$ cat src/rtl/fp_muldiv_seq_if.sv
// fp_muldiv_seq_if: operand/result valid-ready bundle for fp_muldiv_seq.
// master = issue/writeback side, slave = the unit.
interface fp_muldiv_seq_if #(
  parameter int EXP_W = 8,
  parameter int MAN_W = 23
) ();
  localparam int W = EXP_W + MAN_W + 1;

  logic         in_valid;
  logic         in_ready;
  logic         op;
  logic [W-1:0] a;
  logic [W-1:0] b;
  logic         out_valid;
  logic         out_ready;
  logic [W-1:0] result;
  logic [3:0]   flags;

  modport master (
    output in_valid, op, a, b, out_ready,
    input  in_ready, out_valid, result, flags
  );

  modport slave (
    input  in_valid, op, a, b, out_ready,
    output in_ready, out_valid, result, flags
  );
endinterface

$ cat src/rtl/fp_muldiv_seq.sv
// fp_muldiv_seq: multi-cycle FP mul/div (shift-add / restoring), RTZ, FTZ.
// Ports: clk, rst_n (async low), bus (slave: a,b,op in; result,flags out).
module fp_muldiv_seq #(
  parameter int EXP_W = 8,
  parameter int MAN_W = 23
) (
  input  logic           clk,
  input  logic           rst_n,
  fp_muldiv_seq_if.slave bus
);
  localparam int W  = EXP_W + MAN_W + 1;
  localparam int M  = MAN_W + 1;
  localparam int EW = EXP_W + 2;
  localparam int CW = $clog2(M + 2);

  localparam logic signed [EW-1:0] BIAS = EW'((2 ** (EXP_W - 1)) - 1);
  localparam logic signed [EW-1:0] EMAX = EW'((2 ** EXP_W) - 1);
  localparam logic signed [EW-1:0] ONE  = EW'(1);
  localparam logic signed [EW-1:0] EZ   = '0;
  localparam logic [CW-1:0] LAST_MUL = CW'(M - 1);
  localparam logic [CW-1:0] LAST_DIV = CW'(M);

  localparam logic [W-2:0] INF  = {{EXP_W{1'b1}}, {MAN_W{1'b0}}};
  localparam logic [W-2:0] ZERO = '0;
  localparam logic [W-1:0] QNAN =
    {1'b0, {EXP_W{1'b1}}, 1'b1, {(MAN_W-1){1'b0}}};

  typedef enum logic [1:0] {IDLE, CALC, NORM, DONE} state_t;
  state_t state, nxt;

  logic               sa, sb, s;
  logic [EXP_W-1:0]   ea, eb;
  logic [MAN_W-1:0]   fa, fb;
  logic               za, zb, ia, ib, na, nb;
  logic signed [EW-1:0] xa, xb;

  assign {sa, ea, fa} = bus.a;
  assign {sb, eb, fb} = bus.b;
  assign s  = sa ^ sb;
  assign za = (ea == '0);
  assign zb = (eb == '0);
  assign ia = (&ea) && (fa == '0);
  assign ib = (&eb) && (fb == '0);
  assign na = (&ea) && (fa != '0);
  assign nb = (&eb) && (fb != '0);
  assign xa = $signed({2'b00, ea});
  assign xb = $signed({2'b00, eb});

  logic               op_r, sgn_r;
  logic [M-1:0]       ma_r, mb_r;
  logic signed [EW-1:0] exp_r;
  logic [2*M-1:0]     p;
  logic [M:0]         r, q;
  logic [CW-1:0]      cnt;
  logic [W-1:0]       res_r;
  logic [3:0]         flg_r;

  logic               spec;
  logic [W-1:0]       sp_res;
  logic [3:0]         sp_flg;

  // Specials in priority order; denormals already count as zero.
  always_comb begin
    spec   = 1'b1;
    sp_res = '0;
    sp_flg = '0;
    if (na || nb ||
        (bus.op ? ((za && zb) || (ia && ib))
                : ((za && ib) || (ia && zb)))) begin
      sp_res = QNAN;
      sp_flg = 4'b1000;
    end else if (bus.op && zb && !ia) begin
      sp_res = {s, INF};
      sp_flg = 4'b0100;
    end else if (ia || (!bus.op && ib)) begin
      sp_res = {s, INF};
    end else if (za || zb || ib) begin
      sp_res = {s, ZERO};
    end else begin
      spec = 1'b0;
    end
  end

  logic [M:0]   sum;
  logic         ge;
  logic [M-1:0] diff;

  always_comb begin
    sum  = {1'b0, p[2*M-1:M]} + (p[0] ? {1'b0, ma_r} : '0);
    ge   = (r >= {1'b0, mb_r});
    diff = ge ? (r[M-1:0] - mb_r) : r[M-1:0];
  end

  logic               hi;
  logic [MAN_W-1:0]   frac;
  logic signed [EW-1:0] e_n;
  logic [W-1:0]       n_res;
  logic [3:0]         n_flg;

  always_comb begin
    hi = op_r ? q[M] : p[2*M-1];
    if (op_r) begin
      frac = hi ? q[M-1 -: MAN_W] : q[M-2 -: MAN_W];
      e_n  = hi ? exp_r : exp_r - ONE;
    end else begin
      frac = hi ? p[2*M-2 -: MAN_W] : p[2*M-3 -: MAN_W];
      e_n  = hi ? exp_r + ONE : exp_r;
    end
    n_res = {sgn_r, e_n[EXP_W-1:0], frac};
    n_flg = '0;
    if (e_n >= EMAX) begin
      n_res = {sgn_r, INF};
      n_flg = 4'b0010;
    end else if (e_n <= EZ) begin
      n_res = {sgn_r, ZERO};
      n_flg = 4'b0001;
    end
  end

  always_ff @(posedge clk or negedge rst_n) begin
    if (!rst_n) state <= IDLE;
    else        state <= nxt;
  end

  always_comb begin
    nxt = state;
    unique case (state)
      IDLE: if (bus.in_valid) nxt = spec ? DONE : CALC;
      CALC: if (cnt == (op_r ? LAST_DIV : LAST_MUL)) nxt = NORM;
      NORM: nxt = DONE;
      DONE: if (bus.out_ready) nxt = IDLE;
      default: nxt = IDLE;
    endcase
  end

  always_ff @(posedge clk or negedge rst_n) begin
    if (!rst_n) begin
      op_r  <= 1'b0;
      sgn_r <= 1'b0;
      ma_r  <= '0;
      mb_r  <= '0;
      exp_r <= '0;
      p     <= '0;
      r     <= '0;
      q     <= '0;
      cnt   <= '0;
      res_r <= '0;
      flg_r <= '0;
    end else begin
      unique case (state)
        IDLE: if (bus.in_valid) begin
          if (spec) begin
            res_r <= sp_res;
            flg_r <= sp_flg;
          end else begin
            op_r  <= bus.op;
            sgn_r <= s;
            ma_r  <= {1'b1, fa};
            mb_r  <= {1'b1, fb};
            exp_r <= bus.op ? xa - xb + BIAS : xa + xb - BIAS;
            // low half holds the multiplier, shifted out LSB first
            p     <= {{M{1'b0}}, 1'b1, fb};
            r     <= {2'b01, fa};
            q     <= '0;
            cnt   <= '0;
          end
        end
        CALC: begin
          cnt <= cnt + 1'b1;
          if (op_r) begin
            r <= {diff, 1'b0};
            q <= {q[M-1:0], ge};
          end else begin
            p <= {sum, p[M-1:1]};
          end
        end
        NORM: begin
          res_r <= n_res;
          flg_r <= n_flg;
        end
        default: ;
      endcase
    end
  end

  assign bus.in_ready  = (state == IDLE);
  assign bus.out_valid = (state == DONE);
  assign bus.result    = res_r;
  assign bus.flags     = flg_r;
endmodule

$ cat src/flat_wrapper.sv
// flat-port wrapper written by rule: the top's interface ports become plain ports
module fp_muldiv_seq_flat 
#(
  parameter int EXP_W = 8,
  parameter int MAN_W = 23
)
  (clk, rst_n, bus_in_valid, bus_op, bus_a, bus_b, bus_out_ready, bus_in_ready, bus_out_valid, bus_result, bus_flags);
  fp_muldiv_seq_if #(.EXP_W(EXP_W), .MAN_W(MAN_W)) bus_i ();
  input  logic clk;
  input  logic rst_n;
  input wire logic [$bits(bus_i.in_valid)-1:0] bus_in_valid;
  input wire logic [$bits(bus_i.op)-1:0] bus_op;
  input wire logic [$bits(bus_i.a)-1:0] bus_a;
  input wire logic [$bits(bus_i.b)-1:0] bus_b;
  input wire logic [$bits(bus_i.out_ready)-1:0] bus_out_ready;
  output wire logic [$bits(bus_i.in_ready)-1:0] bus_in_ready;
  output wire logic [$bits(bus_i.out_valid)-1:0] bus_out_valid;
  output wire logic [$bits(bus_i.result)-1:0] bus_result;
  output wire logic [$bits(bus_i.flags)-1:0] bus_flags;
  assign bus_i.in_valid = bus_in_valid;
  assign bus_i.op = bus_op;
  assign bus_i.a = bus_a;
  assign bus_i.b = bus_b;
  assign bus_i.out_ready = bus_out_ready;
  assign bus_in_ready = bus_i.in_ready;
  assign bus_out_valid = bus_i.out_valid;
  assign bus_result = bus_i.result;
  assign bus_flags = bus_i.flags;
  fp_muldiv_seq #(.EXP_W(EXP_W), .MAN_W(MAN_W)) u_core (.clk(clk), .rst_n(rst_n), .bus(bus_i));
endmodule
$ cat config.mk
export PLATFORM = sky130hd
export DESIGN_NAME = fp_muldiv_seq_flat
export DESIGN_NICKNAME = d
export VERILOG_FILES = /design/src/rtl/fp_muldiv_seq_if.sv /design/src/rtl/fp_muldiv_seq.sv /design/src/flat_wrapper.sv
export SDC_FILE = /design/constraint.sdc
export NUM_CORES = 1
export LEC_CHECK = 0
export CORE_MARGIN = 5
export CORE_UTILIZATION = 55
export CTS_BUF_LIST = sky130_fd_sc_hd__clkbuf_4 sky130_fd_sc_hd__clkbuf_8
export DETAILED_ROUTE_END_ITERATION = 8
export PLACE_DENSITY_LB_ADDON = 0.12
export SLEW_MARGIN = 0
export SYNTH_ARGS = -nofsm -noshare
export SYNTH_HDL_FRONTEND = slang
export SYNTH_SLANG_ARGS = --single-unit
$ cat constraint.sdc
create_clock -name clk -period 2.87 [get_ports clk]
set_input_delay 0.574 -clock clk [delete_from_list [all_inputs] [get_ports clk]]
set_output_delay 0.574 -clock clk [all_outputs]
set_load 0.1 [all_outputs]
==> flow_summary.json <==
{
  "dp_slack_ns": -1.17,
  "route.vias.total": 12400,
  "drive_gt1_share_pct": 30.7,
  "syn-cell-area_um2": 13400,
  "p_switching_uw": 10500,
  "yosys_warnings": 0,
  "num_antenna_cells": 0,
  "die_w_um": 166,
  "drc": 0,
  "fin_hold_ws_ns": 0.0628,
  "p_int_uw": 11200,
  "power_frac_comb_pct": 68.6,
  "synth_cell_type_count": 80,
  "tritoncts": "done",
  "gp_congestion": 0.904,
  "ant_nets": 0,
  "seqPwrFrac_pct": 22.5,
  "grt_max_degree": 67,
  "rsz0062_at_grt": "yes",
  "layout_min_cycle_time_ns": 2.93,
  "maxSlewViolCount": 0,
  "status": "finished, violations left",
  "synth_ff_type": "dfrtp_1",
  "antenna_found_initial": 0,
  "grt_util_met3_pct": 3.33,
  "drt_iter0_drc": 1077,
  "violations": "negative setup slack",
  "max_freq_mhz": 341,
  "rows": 57,
  "crit_fanout": 4,
  "finalCritPeriodShare_pct": 102,
  "worst_pin_slew_ns": 0.654,
  "fillers": 1751,
  "drtPass1Iterations": 7,
  "stdcell_area_um2": 17900,
  "netlist.top_cell.by_area": "dfrtp_1",
  "place_hpwl_mm": 27.3,
  "met1_usage_pct": 35.5,
  "max-slew-margin-rel_pct": 56.4,
  "initial_core_util_pct": 55.4,
  "clock_sinks": 200,
  "htree_levels": 4,
  "vias_per_cell": 5.96,
  "p_sw_share_pct": 48.3,
  "finalSetupViolCount": 19,
  "met2_usage_pct": 44.1,
  "powerDensity_nw_per_um2": 1210,
  "worst_slack_ns": -0.0627,
  "worstSkewPairLatency_ns": 0.49,
  "end_kind": "flop",
  "cts_made_buffers": 17,
  "worstPathArrival_ns": 3.31,
  "finalHoldViolCount": 0,
  "cts_max_path_buffers": 2,
  "worstPathRequired_ns": 3.25,
  "placed_area_um2": 16100,
  "startpoint_type": "flop",
  "synth_area_leaders": "dfrtp_1 37%, ha_1 6.8%, mux2i_1 5.2%, mux2_2 4.4%, nand2_1 4.0%",
  "fin_nets": 1886,
  "gr-usage-all-layers_pct": 26.4,
  "clock_skew_ns": 0.0258,
  "ctsRootBufferMaster": "clkbuf_8",
  "hold_path_class": "in2async",
  "drt_wl_total_mm": 39.6,
  "syn_nets": 1579,
  "vdd_ir_drop_max_uv": 935,
  "synthToLayoutAreaGrowth_pct": 34.2,
  "grt_overflow": 0,
  "design.die.area_um2": 27500,
  "p_leak_uw": 0.00836,
  "p_clk_share_pct": 8.9,
  "drv_cap": 0,
  "synth_edf_count": 0,
  "top_usage_layer": "met2",
  "synth_top_area_share_pct": 37.5,
  "routedWlPerCell_um": 19.1,
  "grt_pass1_wl_mm": 60.1,
  "syn_inst": 1433,
  "critical_path_class": "reg2reg",
  "grt_pass1_vias": 11600,
  "ys_ff_latch": 200,
  "ys_seq_area_share_pct": 37.5,
  "fin_util_pct": 74.4,
  "ios": 107,
  "async_flop_share_pct": 100,
  "clk_pin_slew_ns": 0.12,
  "core_area_um2": 24100,
  "io_buffers": 106,
  "avgSynthCellArea_um2": 9.32,
  "fp.dieH_um": 166
}
## layer usage
layer / routed length [µm] / vias up / part of all wire (%)
met2: 19300 / 417 / 49
li1: - / 5849 / -
met1: 16800 / 6027 / 43
met5: 0 / - / 0
met3: 2060 / 81 / 5.2
met4: 1420 / 0 / 3.6
## power groups by stage
stage                     clock [µW]  combinational [µW]  sequential (µW)
after floorplan                    0                7550             5860
after global placement             0               11900             4790
after CTS                       1950               13400             4800
final                           1930               14900             4870
after detailed placement           0               12100             4840
after global routing            2060               15900             4990
## critical path, stage by stage, from the launching register on
cell	delay [ns]
dfrtp_1	0.41
inv_2	0.10
ha_4	0.22
a21oi_2	0.15
o21ai_2	0.10
and2_4	0.16
a311o_1	0.38
o41a_1	0.44
o32ai_4	0.23
buf_6	0.17
buf_6	0.12
mux2i_4	0.26
o21ai_2	0.07
## cell type report
class                      count  area [µm²]  share of cell area (%)
clock buffer                  17         234                    1.31
clock inverter                14         181                    1.01
inverter                      61         229                    1.28
multi-input combinational   1093        8580                    47.9
sequential                   200        5010                    27.9
tap                          324         405                    2.26
timing repair buffer         367        3290                    18.3
## metrics by stage
step           TNS (ns)  total power (µW)  cells
2_1_floorplan   -0.0212             13400   1433
4_1_cts               0             20100   2056
3_3_place_gp    -188.64             16700   1995
5_1_grt           -3.75             22900   2076
3_5_place_dp    -197.11             17000   1995
6_report         -0.574             21600   2076
## cells in the mapped netlist (4+ instances only)
master,number
o21ai_0,59
a221oi_1,5
o21a_1,10
buf_2,23
clkbuf_1,44
o31ai_1,28
a31oi_1,9
or4_1,5
nor2_1,56
o31a_1,8
fa_1,4
a21o_1,18
or3_1,12
a22o_1,47
o21ai_1,34
o2bb2ai_1,5
mux2_2,52
nor2b_1,33
a211oi_1,32
or2_2,7
xor2_1,23
a21boi_0,5
mux2i_1,69
o22ai_1,4
nand3b_1,6
xnor2_1,36
inv_1,61
nand2_1,144
buf_1,5
and3_1,7
nor3_1,34
nand3_1,33
o211ai_1,12
o21bai_1,6
nand2b_1,15
nor4_1,17
a32o_1,4
ha_1,73
nor3b_1,9
buf_6,5
and2_1,32
nand4_1,11
dfrtp_1,200
a21oi_1,82
## flip-flops by register name, indices dropped and copies added (netlist names), 5 cells and up
| register | flops |
|---|---|
| u_core.bus.result | 32 |
| u_core.mb_r | 23 |
| u_core.r | 25 |
| u_core.exp_r | 10 |
| u_core.ma_r | 24 |
| u_core.cnt | 5 |
| u_core.q | 25 |
| u_core.p | 48 |
## cell families after synthesis
kind of cell | Yosys count | synth area share [%]
simple gates | 432 | 16.3
compound gates | 404 | 20.9
flops | 200 | 37.5
buf+inv | 140 | 4.49
mux | 121 | 9.55
fa+ha+maj | 77 | 7.44
xor+xnor | 59 | 3.87
## final timing paths
path / startpoint / endpoint / slack [ns] / cells after the start
worst min register to register: u_core.p[5]$_DFFE_PN0P_ / u_core.p[5]$_DFFE_PN0P_ / 0.50 / 2
worst max register to register: u_core.mb_r[16]$_DFFE_PN0P_ / u_core.r[4]$_DFFE_PN0P_ / -0.06 / 12
max in group asynchronous: rst_n / u_core.p[32]$_DFFE_PN0P_ / 2.09 / 2
worst min-delay path: rst_n / u_core.state[0]$_DFFE_PN0P_ / 0.06 / 1
min in group clk: bus_b[19] / u_core.mb_r[19]$_DFFE_PN0P_ / 0.48 / 3
worst max-delay path: u_core.mb_r[16]$_DFFE_PN0P_ / u_core.r[4]$_DFFE_PN0P_ / -0.06 / 12
## cell usage in the layout, fill, tap and decap left out, types with 25 or more instances in the layout
master / count
a211oi_1: 29
a21oi_1: 75
a22o_1: 46
and2_1: 30
buf_4: 258
dfrtp_1: 199
ha_1: 58
inv_1: 54
mux2_2: 49
mux2i_1: 68
nand2_1: 140
nand3_1: 33
nor2_1: 50
nor2b_1: 33
nor3_1: 25
o21ai_0: 52
o21ai_1: 31
xnor2_1: 34
## what timing repair did
action,in CTS,in global routing
gates resized for setup,137,126
hold buffers,0,0
setup buffers,27,22
endpoints found under the setup margin,198,175
cloned,5,4
pin swaps,39,60
(Power assumes the default switching activity.)
